## config.mk

```make
export PLATFORM = sky130hd
export DESIGN_NAME = booth_mul_arbiter_flat
export DESIGN_NICKNAME = d
export VERILOG_FILES = /design/src/rtl/booth_mul_arbiter_if.sv /design/src/rtl/booth_mul_arbiter.sv /design/src/flat_wrapper.sv
export SDC_FILE = /design/constraint.sdc
export NUM_CORES = 1
export LEC_CHECK = 0
export ABC_AREA = 1
export ABC_CLOCK_PERIOD_IN_PS = 19900
export BUFFER_PORTS_ARGS = -buffer_cell sky130_fd_sc_hd__buf_2
export CORE_AREA = 3 3 702 704
export CTS_BUF_LIST = sky130_fd_sc_hd__clkbuf_4 sky130_fd_sc_hd__clkbuf_8 sky130_fd_sc_hd__clkbuf_16
export DETAILED_ROUTE_END_ITERATION = 8
export DIE_AREA = 0 0 705 707
export GPL_TIMING_DRIVEN = 0
export PLACE_DENSITY = 0.3
export SLEW_MARGIN = 25
export SYNTH_ARGS = -nofsm -noshare
export SYNTH_HDL_FRONTEND = slang
export SYNTH_SLANG_ARGS = --single-unit
```

## constraint.sdc

```tcl
create_clock -name clk -period 19.9 [get_ports clk]
set_input_delay 0.995 -clock clk [delete_from_list [all_inputs] [get_ports clk]]
set_output_delay 0.995 -clock clk [all_outputs]
set_load 0.005 [all_outputs]
```

## src/rtl/booth_mul_arbiter_if.sv

```systemverilog
// Bundle of requester, response and multiplier-side signals for booth_mul_arbiter.
// slave is the arbiter's view; master is the environment (requesters plus multiplier).
interface booth_mul_arbiter_if #(
  parameter int N     = 4,
  parameter int WIDTH = 128
);
  localparam int IDW = $clog2(N);

  logic [N-1:0]       req_valid;
  logic [N*WIDTH-1:0] req_a;
  logic [N*WIDTH-1:0] req_b;
  logic [N-1:0]       req_ready;
  logic               resp_valid;
  logic [IDW-1:0]     resp_id;
  logic [2*WIDTH-1:0] resp_ab;
  logic               resp_err;
  logic               busy;
  logic               mul_reset;
  logic               mul_enable;
  logic [WIDTH-1:0]   mul_a;
  logic [WIDTH-1:0]   mul_b;
  logic [2*WIDTH-1:0] mul_ab;
  logic               mul_done;

  modport slave (
    input  req_valid, req_a, req_b, mul_ab, mul_done,
    output req_ready, resp_valid, resp_id, resp_ab, resp_err, busy,
           mul_reset, mul_enable, mul_a, mul_b
  );

  modport master (
    output req_valid, req_a, req_b, mul_ab, mul_done,
    input  req_ready, resp_valid, resp_id, resp_ab, resp_err, busy,
           mul_reset, mul_enable, mul_a, mul_b
  );
endinterface

```

## src/rtl/booth_mul_arbiter.sv

```systemverilog
// Round-robin arbiter sharing one Booth multiplier among N requesters:
// grant, pulse multiplier reset, run until done or timeout, return the product.
module booth_mul_arbiter #(
  parameter int N       = 4,
  parameter int WIDTH   = 128,
  parameter int TIMEOUT = 1024
) (
  input  logic                clk,
  input  logic                reset,
  booth_mul_arbiter_if.slave  bus
);
  localparam int IDW = $clog2(N);
  localparam int CW  = (TIMEOUT > 1) ? $clog2(TIMEOUT) : 1;
  localparam logic [CW-1:0] CNT_LAST = CW'((TIMEOUT > 0) ? TIMEOUT - 1 : 0);
  localparam bit TO_EN = (TIMEOUT > 0);

  typedef enum logic [1:0] {S_IDLE, S_CLEAR, S_RUN, S_RESP} state_t;

  state_t             r_state;
  logic [IDW-1:0]     r_ptr;
  logic [IDW-1:0]     r_sel;
  logic [IDW-1:0]     r_resp_id;
  logic [WIDTH-1:0]   r_mul_a;
  logic [WIDTH-1:0]   r_mul_b;
  logic [2*WIDTH-1:0] r_resp_ab;
  logic               r_resp_err;
  logic [CW-1:0]      r_cnt;

  logic [WIDTH-1:0]   w_a [N];
  logic [WIDTH-1:0]   w_b [N];
  logic               w_found;
  logic [IDW-1:0]     w_win;
  logic [IDW-1:0]     w_idx;
  logic [IDW:0]       w_sum;
  logic [IDW-1:0]     w_ptr_next;
  logic               w_timeout;

  for (genvar gi = 0; gi < N; gi++) begin : g_slice
    assign w_a[gi] = bus.req_a[gi*WIDTH +: WIDTH];
    assign w_b[gi] = bus.req_b[gi*WIDTH +: WIDTH];
  end

  // Scan from the pointer upward, wrapping without a modulo operator.
  always_comb begin
    w_found = 1'b0;
    w_win   = '0;
    w_sum   = '0;
    w_idx   = '0;
    for (int k = 0; k < N; k++) begin
      w_sum = {1'b0, r_ptr} + (IDW+1)'(k);
      w_idx = (w_sum >= (IDW+1)'(N)) ? IDW'(w_sum - (IDW+1)'(N)) : IDW'(w_sum);
      if (!w_found && bus.req_valid[w_idx]) begin
        w_found = 1'b1;
        w_win   = w_idx;
      end
    end
  end

  assign w_ptr_next = (w_win == IDW'(N - 1)) ? '0 : w_win + 1'b1;
  assign w_timeout  = TO_EN && (r_cnt == CNT_LAST);

  always_ff @(posedge clk or posedge reset) begin
    if (reset) begin
      r_state    <= S_IDLE;
      r_ptr      <= '0;
      r_sel      <= '0;
      r_resp_id  <= '0;
      r_mul_a    <= '0;
      r_mul_b    <= '0;
      r_resp_ab  <= '0;
      r_resp_err <= 1'b0;
      r_cnt      <= '0;
    end else begin
      case (r_state)
        S_IDLE: begin
          if (w_found) begin
            r_mul_a <= w_a[w_win];
            r_mul_b <= w_b[w_win];
            r_sel   <= w_win;
            r_ptr   <= w_ptr_next;
            r_state <= S_CLEAR;
          end
        end
        S_CLEAR: begin
          r_cnt   <= '0;
          r_state <= S_RUN;
        end
        S_RUN: begin
          r_cnt <= r_cnt + 1'b1;
          // A done arriving on the timeout cycle still counts as success.
          if (bus.mul_done) begin
            r_resp_ab  <= bus.mul_ab;
            r_resp_err <= 1'b0;
            r_resp_id  <= r_sel;
            r_state    <= S_RESP;
          end else if (w_timeout) begin
            r_resp_ab  <= '0;
            r_resp_err <= 1'b1;
            r_resp_id  <= r_sel;
            r_state    <= S_RESP;
          end
        end
        S_RESP: begin
          r_state <= S_IDLE;
        end
        default: r_state <= S_IDLE;
      endcase
    end
  end

  assign bus.req_ready  = (r_state == S_IDLE && w_found && !reset) ? (N'(1) << w_win) : '0;
  assign bus.resp_valid = (r_state == S_RESP);
  assign bus.resp_id    = r_resp_id;
  assign bus.resp_ab    = r_resp_ab;
  assign bus.resp_err   = r_resp_err;
  assign bus.busy       = (r_state != S_IDLE);
  assign bus.mul_reset  = reset | (r_state == S_CLEAR);
  assign bus.mul_enable = (r_state == S_RUN);
  assign bus.mul_a      = r_mul_a;
  assign bus.mul_b      = r_mul_b;
endmodule

```

## src/flat_wrapper.sv

```systemverilog
// flat-port wrapper written by rule: the top's interface ports become plain ports
module booth_mul_arbiter_flat 
#(
  parameter int N       = 4,
  parameter int WIDTH   = 128,
  parameter int TIMEOUT = 1024
)
  (clk, reset, bus_req_valid, bus_req_a, bus_req_b, bus_mul_ab, bus_mul_done, bus_req_ready, bus_resp_valid, bus_resp_id, bus_resp_ab, bus_resp_err, bus_busy, bus_mul_reset, bus_mul_enable, bus_mul_a, bus_mul_b);
  booth_mul_arbiter_if #(.N(N), .WIDTH(WIDTH)) bus_i ();
  input  logic clk;
  input  logic reset;
  input wire logic [$bits(bus_i.req_valid)-1:0] bus_req_valid;
  input wire logic [$bits(bus_i.req_a)-1:0] bus_req_a;
  input wire logic [$bits(bus_i.req_b)-1:0] bus_req_b;
  input wire logic [$bits(bus_i.mul_ab)-1:0] bus_mul_ab;
  input wire logic [$bits(bus_i.mul_done)-1:0] bus_mul_done;
  output wire logic [$bits(bus_i.req_ready)-1:0] bus_req_ready;
  output wire logic [$bits(bus_i.resp_valid)-1:0] bus_resp_valid;
  output wire logic [$bits(bus_i.resp_id)-1:0] bus_resp_id;
  output wire logic [$bits(bus_i.resp_ab)-1:0] bus_resp_ab;
  output wire logic [$bits(bus_i.resp_err)-1:0] bus_resp_err;
  output wire logic [$bits(bus_i.busy)-1:0] bus_busy;
  output wire logic [$bits(bus_i.mul_reset)-1:0] bus_mul_reset;
  output wire logic [$bits(bus_i.mul_enable)-1:0] bus_mul_enable;
  output wire logic [$bits(bus_i.mul_a)-1:0] bus_mul_a;
  output wire logic [$bits(bus_i.mul_b)-1:0] bus_mul_b;
  assign bus_i.req_valid = bus_req_valid;
  assign bus_i.req_a = bus_req_a;
  assign bus_i.req_b = bus_req_b;
  assign bus_i.mul_ab = bus_mul_ab;
  assign bus_i.mul_done = bus_mul_done;
  assign bus_req_ready = bus_i.req_ready;
  assign bus_resp_valid = bus_i.resp_valid;
  assign bus_resp_id = bus_i.resp_id;
  assign bus_resp_ab = bus_i.resp_ab;
  assign bus_resp_err = bus_i.resp_err;
  assign bus_busy = bus_i.busy;
  assign bus_mul_reset = bus_i.mul_reset;
  assign bus_mul_enable = bus_i.mul_enable;
  assign bus_mul_a = bus_i.mul_a;
  assign bus_mul_b = bus_i.mul_b;
  booth_mul_arbiter #(.N(N), .WIDTH(WIDTH), .TIMEOUT(TIMEOUT)) u_core (.clk(clk), .reset(reset), .bus(bus_i));
endmodule
```

# Yosys cells after proc, flatten, opt, wreduce, memory -nomap -nowiden
# Index checks and enable logic that the tools add are counted.
# classes
order_cmp	9
div_mod_pow	0
n_reduce_logical	16
bitwise	2
n_eq_ne	7
add_sub_neg	9
n_mux	39
shift	1
multipliers	0
# op_table
cell	n
binary-select mux 128 bit (select 2 bit)	2
2-to-1 mux 128 bit	4
2-to-1 mux 256 bit	2
2-to-1 mux 2 bit	14
case mux 10 bit (2 select lines)	1
greater-or-equal comparator 3 bit (second input constant)	4
less-than comparator 2 x 3 -> 1 bit (second input constant)	4
adder 10 x 1 -> 10 bit (second input constant)	1
== test 10 bit (second input constant)	1
2-to-1 mux 1 bit	10
binary-select mux 1 bit (select 2 bit)	4
case mux 2 bit (4 select lines)	1
subtractor 2 x 1 -> 2 bit (second input constant)	4
adder 2 x 2 -> 3 bit (second input constant)	2
== test 2 bit (second input constant)	3
AND reduction 2 bit	3
nonzero test 2 bit	3
logical AND 1 bit	5
zero test 1 bit	4
2-to-1 mux 4 bit	1
<< shifter 1 x 2 -> 4 bit (first input constant)	1
adder 2 x 1 -> 3 bit (second input constant)	1
greater-or-equal comparator 2 x 3 -> 1 bit (second input constant)	1
inequality test 3 x 2 -> 1 bit (second input constant)	1
6 further kinds	6
# totals
mem_bits_rw	0
input_bits	1287
romBits	0
n_memories	0
wordCells	92
out_inout_bits	523
latchBits	0
ff_bits	531

# Logic depth before layout (Yosys ltp)
# Gate-level depths: netlist of the first run.
# logic_depth
depth_word	18
ltp_mapped	18
mapped_depth_nobuf	15

# Worst setup path before layout of the first run
# No wires, ideal clock.
# synth_path
path_kind	input -> output
start	in reset
end	out bus_req_ready[1]
stages	3
arrival_time_ps	13671
path_slack_ps	5234
t_required_ps	18905
path_buffers	0
cell_sequence	inv_1 nand2_1 nor3_1
# synth_via
elab_chain_len	3
# synth_lines
element	line	rtl
start: declaration	flat_wrapper.sv:11	input logic reset;
zero test 1 bit (no line)	-	
logical AND 1 bit	booth_mul_arbiter.sv:111	assign bus.req_ready = (r_state == S_IDLE && w_found && !reset) ? (N'(1) << w_win) : '0;
2-to-1 mux 4 bit	booth_mul_arbiter.sv:111	
end: declaration	flat_wrapper.sv:17	output wire logic [$bits(bus_i.req_ready)-1:0] bus_req_ready;
# Every way passes these cells.

# Worst setup path in the final report of the first run
# layout_path
start	reg u_core.r_ptr[0]
end	out bus_req_ready[1]
# layout_via
elab_chain_len	17
elab_cells_between_ends	41
cone_classes	add/sub (7); order compare (4); shift (1); mux (21); reduce/logical (8)
# layout_lines
element	line	rtl
start: declaration	booth_mul_arbiter.sv:20	logic [IDW-1:0] r_ptr;
start signal: assignment	booth_mul_arbiter.sv:80	r_ptr <= w_ptr_next;
parallel branches: the longest is 16 deep, another holds adder 2 x 1 -> 3 bit	-	
2-to-1 mux 4 bit *	booth_mul_arbiter.sv:111	
# Mark *: on every way between the ends. The select of a mux whose other input is x is not followed.

==> flow_metrics.tcl, run 1 <==
set metrics [dict create \
    run_status "finished, final reports clean" \
    die_area_sq_mm 0.498 \
    via_per_inst 3.17 \
    tritoncts "built" \
    core.rowCount 256 \
    power.clock.fraction 0.140 \
    cts.root.buffer_cell "sky130_fd_sc_hd__clkbuf_16" \
    layout_cells_sized_above_1 0.317 \
    synthesis.area_per_instance_sq_um 6.36 \
    path_cells "buf_4 -> nand2_1 -> nand2_1 -> o21ai_1 -> nor2_1 -> inv_1 -> nand2_2 -> inv_2 -> clkbuf_1 -> nand2_1 -> nor3_1 -> buf_2" \
    sum_of_net_half_perimeters_after_detailed_placement_microns 359000 \
    die_width_microns 705 \
    buffer_ports.inserted 1808 \
    cell_seen_most_often_among_critical_path_stages "sky130_fd_sc_hd__nand2_1" \
    cp-start-kind "register" \
    setup.worst_path.end_class "output port" \
    synthesis.instances 4895 \
    first_global_vias 42151 \
    maximum_number_of_pins_on_one_net_before_global_route_repair 82 \
    final-setup-viol-count 0 \
    distinct_cell_type_count_after_synthesis 25 \
    cts.path.max_buffers 4 \
    syn-cell-area_sq_mm 0.0311 \
    setup_crit_path_kind "reg -> out" \
    numClockSinks 531 \
    grt_setup_unrepaired "false" \
    max_cap_viol_count 0 \
    n_fill_cell 57758 \
    hp-class "in -> async" \
    worst-r2r-cell-count 11 \
    combinational_fraction_of_design_power 0.701 \
    worst-slew-pin-transition_ps 972 \
    slew-limit-headroom 0.352 \
    placed_cells_incl_taps 13170 \
    timing.final.crit_share 0.291 \
    fp.dieH_microns 707 \
    drt-total-wl_microns 409000 \
    routed.top_layer "met5" \
    cts_setup_buffers 0 \
    grt_antenna_before_repair 364 \
    post-route-min-period_ps 5790 \
    drt.antenna.violating_nets 0 \
    power.switching_mw 7.16 \
    fin_nets 8102 \
    detailroute.wirelength.met2_microns 203000 \
    pwr_dens_mw_per_mm2 226 \
    grt_first_pass_wirelength_microns 501000 \
    power.share.switching 0.608 \
    first_pass_iters 6 \
    finalNonFillerCells 13483 \
    cts.clk_slew.worst_paths_ps 70 \
    maximum_vdd_ir_drop_mv 0.0780 \
    yosysWarningCount 0 \
    placeableCoreArea_sq_mm 0.487 \
    num_vias 42739 \
    insertion_delay_ps 850 \
    drt_iter0_markers 3336 \
    finalClockSkew_ps 84.5 \
    cts-hold-fix-buffers 0 \
    crit_required_ps 18910 \
    tritoncts.num_buffers 87 \
    critical_path.slowest_cell "sky130_fd_sc_hd__clkbuf_1" \
    floorplan.initialDensity 0.0640 \
    fmax_mhz 173 \
    wl_met1_microns 153000 \
    syn-num-nets 6188 \
    area_growth_syn_to_layout_pct 67.2 \
    setup_tns_ps 0 \
    final-max-slew-violation-count 0 \
    grt_overflow_total 0 \
    route.detailed.wl_per_inst_microns 30.3 \
    ys_seq_elements 531 \
    sequentialPowerShare 0.159 \
    hold_violations 0 \
    gp_routability_congestion 0.947 \
    leakagePower_nw 28.1 \
    gr-usage-all-layers 0.157 \
    post_cts_resize_count 0 \
    internal-power_mw 4.61 \
    crit_arrival_ps 4800 \
    worst-path-max-fanout 10 \
    length_of_routed_met3_wiring_microns 33500 \
    ios 1810 \
    yosysSeqAreaShare 0.427 \
    report.power.total_mw 11.8 \
    timing.critical_path.slowest_cell_delay_ps 660 \
    drc 0 \
    h-tree-depth 3 \
]
==> critical path: cells and delay by family, from the launching register on <==
kind / cells / cell delay (ps)
DFF: 1 / 390
buffers and inverters: 5 / 2030
and+or+nand+nor: 6 / 1220
AOI/OAI and AO/OA: 1 / 280
==> area by class of cell <==
type                       instances  area, sq um  area share
tap                             6450         8070       0.155
antenna                          159          398     0.00765
clock buffer                     125         2620      0.0504
inverter                          28          113     0.00216
multi-input combinational       3967        16000       0.308
sequential                       531        13300       0.255
buffer                           369         1760      0.0338
clock inverter                    29          320     0.00616
timing repair buffer            1825         9460       0.182
==> cell families (layout without fill, tap and decap cells) <==
group                    after synthesis  after routing  synth area share
AND/OR/NAND/NOR                     3939           3939             0.508
other                                  0            159                 0
flip-flops                           531            531             0.427
AO/OA/AOI/OAI                         20             20           0.00338
XOR/XNOR                               2              2          0.000563
adder cells (fa/ha/maj)                6              6           0.00241
buffers and inverters                397           2376            0.0588
==> metal layers <==
layer  global-route usage  vias to the layer above
li1                     -                    19323
met3               0.0510                      729
met5                    0                        -
met2                0.279                     2094
met1                0.173                    20453
met4               0.0615                      140
==> layout by cell type, fill, tap and decap left out, drive strengths merged, types with 2 or more instances in the layout <==
cell         n
a21oi        8
bufinv       4
clkinv      19
nor2        17
inv         29
nor3b        2
clkbuf     316
o21ai       10
clkinvlp     5
nor3         8
diode      159
nand2     3128
ha           6
dfrtp      531
nand3      782
buf       2003
xor2         2
==> sequential cells by signal (all words and copies together) (netlist names) <==
| register | flops |
|---|---|
| u_core.bus.resp_ab | 256 |
| u_core.bus.mul_a | 128 |
| u_core.bus.mul_b | 128 |
| u_core.r_cnt | 10 |
| u_core.bus.resp_id | 2 |
| u_core.r_ptr | 2 |
| u_core.r_sel | 2 |
| u_core.r_state | 2 |
| u_core.bus.resp_err | 1 |
==> cells in the mapped netlist, drive strengths merged <==
| library cell | count | area, sq um |
|---|---|---|
| nand2 | 3128 | 11800 |
| nand3 | 782 | 3920 |
| dfrtp | 531 | 13300 |
| clkbuf | 191 | 717 |
| buf | 178 | 1010 |
| inv | 28 | 105 |
| nor2 | 17 | 66.3 |
| o21ai | 10 | 50.1 |
| a21oi | 8 | 40.0 |
| nor3 | 8 | 40.0 |
| ha | 6 | 75.1 |
| nor3b | 2 | 15.0 |
| xor2 | 2 | 17.5 |
| nand4 | 1 | 6.26 |
| o21a | 1 | 7.51 |
| o21bai | 1 | 7.51 |
| or2 | 1 | 6.26 |
==> through the flow <==
step / worst slack (ps) / hold slack (ps) / instance area (sq um) / utilization
4_1_cts: 13760 / 185 / 51600 / 0.106
3_5_place_dp: 14120 / 454 / 48700 / 0.100
6_report: 14110 / 236 / 52000 / 0.107
2_1_floorplan: 4050 / 449 / 31100 / -
3_3_place_gp: -8080 / 452 / 48200 / 0.0991
5_1_grt: 13580 / 198 / 51900 / 0.107
==> power groups by stage <==
| stage | clock network, mW | logic, mW | registers, mW |
|---|---|---|---|
| after floorplan | 0 | 3.70 | 1.90 |
| after global placement | 0 | 8.52 | 1.89 |
| after detailed placement | 0 | 8.57 | 1.88 |
| after CTS | 1.74 | 8.60 | 1.87 |
| after global routing | 1.76 | 9.07 | 1.93 |
| final | 1.65 | 8.25 | 1.87 |
==> worst paths after layout <==
path                                                    start                            endpoint  slack, ps
setup / recovery                  u_core.r_ptr[0]$_DFFE_PP0P_                    bus_req_ready[1]      14110
hold / removal                                          reset    u_core.bus.mul_b[84]$_DFFE_PP0P_        240
setup reg to reg                  u_core.r_ptr[0]$_DFFE_PP0P_         u_core.r_ptr[1]$_DFFE_PP0P_      15860
hold reg to reg            u_core.bus.resp_ab[22]$_DFFE_PP0P_  u_core.bus.resp_ab[22]$_DFFE_PP0P_        460
max in group asynchronous                               reset    u_core.bus.mul_a[54]$_DFFE_PP0P_      17240
min in group clk                               bus_mul_ab[82]  u_core.bus.resp_ab[82]$_DFFE_PP0P_        380
Note: power is estimated with default switching activity, not from simulation.
==> run 2, diff against run 1 <==
- ABC_CLOCK_PERIOD_IN_PS: 19900 -> 4700
- CORE_AREA: 3 3 702 704 -> 3 3 714 716
- DIE_AREA: 0 0 705 707 -> 0 0 717 719
- clock period: 19.9 -> 4.7 ns (I/O delays scaled with it)
==> run 2 against run 1 <==
Effect of this change: clock skew fell by 11 ps; sequential power increased to 4.3 times the previous value; clock power grew to 4.1 times the previous value; utilization up 1.8 points; first-iteration DRC count is 7.6% higher; critical path depth increased by 7; critical path type is now reg -> reg; highest routed layer unchanged.
==> flow_metrics.tcl, run 2 (synthesized netlist as in run 1, its figures left out) <==
set metrics [dict create \
    worst-r2r-cell-count 19 \
    post-route-min-period_ps 4260 \
    final-setup-viol-count 0 \
    largest_reg_flops 256 \
    buffer_ports.inserted 1808 \
    sequentialPowerShare 0.142 \
    placeableCoreArea_sq_mm 0.505 \
    grt_first_pass_wirelength_microns 519000 \
    setup_tns_ps 0 \
    die_area_sq_mm 0.516 \
    route.detailed.wl_per_inst_microns 28.3 \
    ios 1810 \
    sum_of_net_half_perimeters_after_detailed_placement_microns 368000 \
    crit_arrival_ps 5000 \
    first_pass_iters 6 \
    most_used_cells_in_the_layout_excluding_fill_and_tap_cells "sky130_fd_sc_hd__nand2_1, sky130_fd_sc_hd__buf_2, sky130_fd_sc_hd__dlygate4sd3_1, sky130_fd_sc_hd__nand3_1, sky130_fd_sc_hd__dfrtp_1" \
    fp.dieH_microns 719 \
    n_fill_cell 59421 \
    hold_violations 0 \
    cts.root.buffer_cell "sky130_fd_sc_hd__clkbuf_16" \
    grt_antenna_before_repair 350 \
    crit_start "u_core.r_ptr[0]$_DFFE_PP0P_" \
    grt_setup_unrepaired "false" \
    h-tree-depth 3 \
    r2r-end "u_core.bus.mul_a[1]$_DFFE_PP0P_" \
    drc 0 \
    timing.final.crit_share 0.907 \
    crit_required_ps 5440 \
    first_global_vias 46513 \
    floorplan.initialDensity 0.0617 \
    drt_iter0_markers 3591 \
    maximum_number_of_pins_on_one_net_before_global_route_repair 28 \
    layout_cells_sized_above_1 0.278 \
    min_path_cells 7 \
    slew-limit-headroom 0.335 \
    worst_r2r_startpoint "u_core.r_ptr[0]$_DFFE_PP0P_" \
    via_per_inst 3.17 \
    drt.antenna.violating_nets 0 \
    cp-start-kind "register" \
    insertion_delay_ps 830 \
    area_growth_syn_to_layout_pct 102 \
    grt_overflow_total 0 \
    drt-total-wl_microns 420000 \
    max_cap_viol_count 0 \
    gp_routability_congestion 0.942 \
    num_vias 47126 \
    report.power.total_mw 56.1 \
    die_width_microns 717 \
    combinational_fraction_of_design_power 0.736 \
    power.switching_mw 30.8 \
    hp-class "in -> reg" \
    tritoncts "built" \
    finalNonFillerCells 14850 \
    timing.reg2reg.setup_slack_ps 440 \
    layout_setup_ws_ps 439 \
    core.rowCount 261 \
    final_common_cell "sky130_fd_sc_hd__nand2_1" \
    run_status "finished, final reports clean" \
    finalClockSkew_ps 73.9 \
    worst-path-max-fanout 11 \
    worst-slew-pin-transition_ps 998 \
    dp_slack_ps 105 \
    setup.worst_path.end_class "register" \
    leakagePower_nw 32.6 \
    tritoncts.num_buffers 87 \
    internal-power_mw 25.3 \
    fmax_mhz 235 \
    cts.path.max_buffers 4 \
    maximum_vdd_ir_drop_mv 0.392 \
    cts.clk_slew.worst_paths_ps 60 \
    gr-usage-all-layers 0.156 \
    placed_cells_incl_taps 13447 \
    power.clock.fraction 0.122 \
    fin_nets 9118 \
    power.share.switching 0.549 \
    setup_crit_path_kind "reg -> reg" \
    numClockSinks 531 \
    cts_setup_buffers 0 \
    hold_path_startpoint "bus_req_a[478]" \
    pwr_dens_mw_per_mm2 891 \
    final-max-slew-violation-count 0 \
    min_to "u_core.bus.mul_a[94]$_DFFE_PP0P_" \
]
-- run 2: how the worst max path moves through the flow --
stage                                   endpoint  slack [ps]
6_report         u_core.bus.mul_a[1]$_DFFE_PP0P_         440
5_1_grt          u_core.bus.mul_a[1]$_DFFE_PP0P_          90
4_1_cts        u_core.bus.mul_b[113]$_DFFE_PP0P_          20
3_5_place_dp   u_core.bus.mul_b[106]$_DFFE_PP0P_         100
3_3_place_gp                    bus_req_ready[3]      -10530
2_1_floorplan                   bus_req_ready[1]       -4200
-- run 2: stage by stage --
step / cell area [sq um] / util / hold WS, ps
final: 62900 / 0.125 / 71.1
after global routing: 62700 / 0.124 / 52.1
after CTS: 62300 / 0.123 / 0.582
after detailed placement: 49400 / 0.0979 / 295
after global placement: 48600 / 0.0963 / 451
after floorplan: 31100 / - / 380
-- run 2: what timing repair did --
action | 4_1_cts | 5_1_grt
pin swaps | 0 | 0
endpoints found under the setup margin | 4 | 54
gates resized for setup | 3 | 15
hold endpoints to repair | 575 | 0
hold buffers | 996 | 0
-- run 2: power groups by stage --
stage | sequential (mW) | combinational (mW) | clock (mW)
after global placement | 8.02 | 35.3 | 0
final | 7.97 | 41.3 | 6.82
after CTS | 7.96 | 42.3 | 7.13
after detailed placement | 7.99 | 35.5 | 0
after global routing | 8.21 | 45.2 | 7.25
after floorplan | 8.04 | 15.7 | 0
-- run 2: final cells by class --
class / instances / area, sq um / area share
clock inverters: 35 / 373 / 0.00592
plain buffers: 368 / 1780 / 0.0282
repair buffers: 2842 / 19800 / 0.315
multi-input cells: 3967 / 16000 / 0.255
inverters: 28 / 114 / 0.00181
clock buffers: 117 / 2500 / 0.0398
well taps: 6706 / 8390 / 0.133
diodes: 256 / 641 / 0.0102
flip-flops and latches: 531 / 13300 / 0.211
-- run 2: metal layers --
layer / GRT usage / vias up / share of wire
met5: 0 / - / 0.0024
met4: 0.0723 / 162 / 0.055
met3: 0.0521 / 722 / 0.087
met2: 0.269 / 2171 / 0.48
met1: 0.173 / 22613 / 0.37
li1: - / 21458 / -
-- run 2: worst max-delay path, stage by stage (launching register included) --
cell and delay, ps:
sky130_fd_sc_hd__dfrtp_1 390, sky130_fd_sc_hd__buf_4 180, sky130_fd_sc_hd__nand2_1 100, sky130_fd_sc_hd__nand3_1 110, sky130_fd_sc_hd__nand2_2 120, sky130_fd_sc_hd__nor2_1 50, sky130_fd_sc_hd__nor2_1 160, sky130_fd_sc_hd__nand2_4 230
sky130_fd_sc_hd__nand2_2 270, sky130_fd_sc_hd__buf_6 290, sky130_fd_sc_hd__buf_6 320, sky130_fd_sc_hd__buf_4 330, sky130_fd_sc_hd__nand2_1 90, sky130_fd_sc_hd__nand2_1 70, sky130_fd_sc_hd__dlygate4sd3_1 550, sky130_fd_sc_hd__nand2_1 60
sky130_fd_sc_hd__nand2_1 80, sky130_fd_sc_hd__dlygate4sd3_1 570, sky130_fd_sc_hd__nand2_1 60, sky130_fd_sc_hd__nand2_1 60
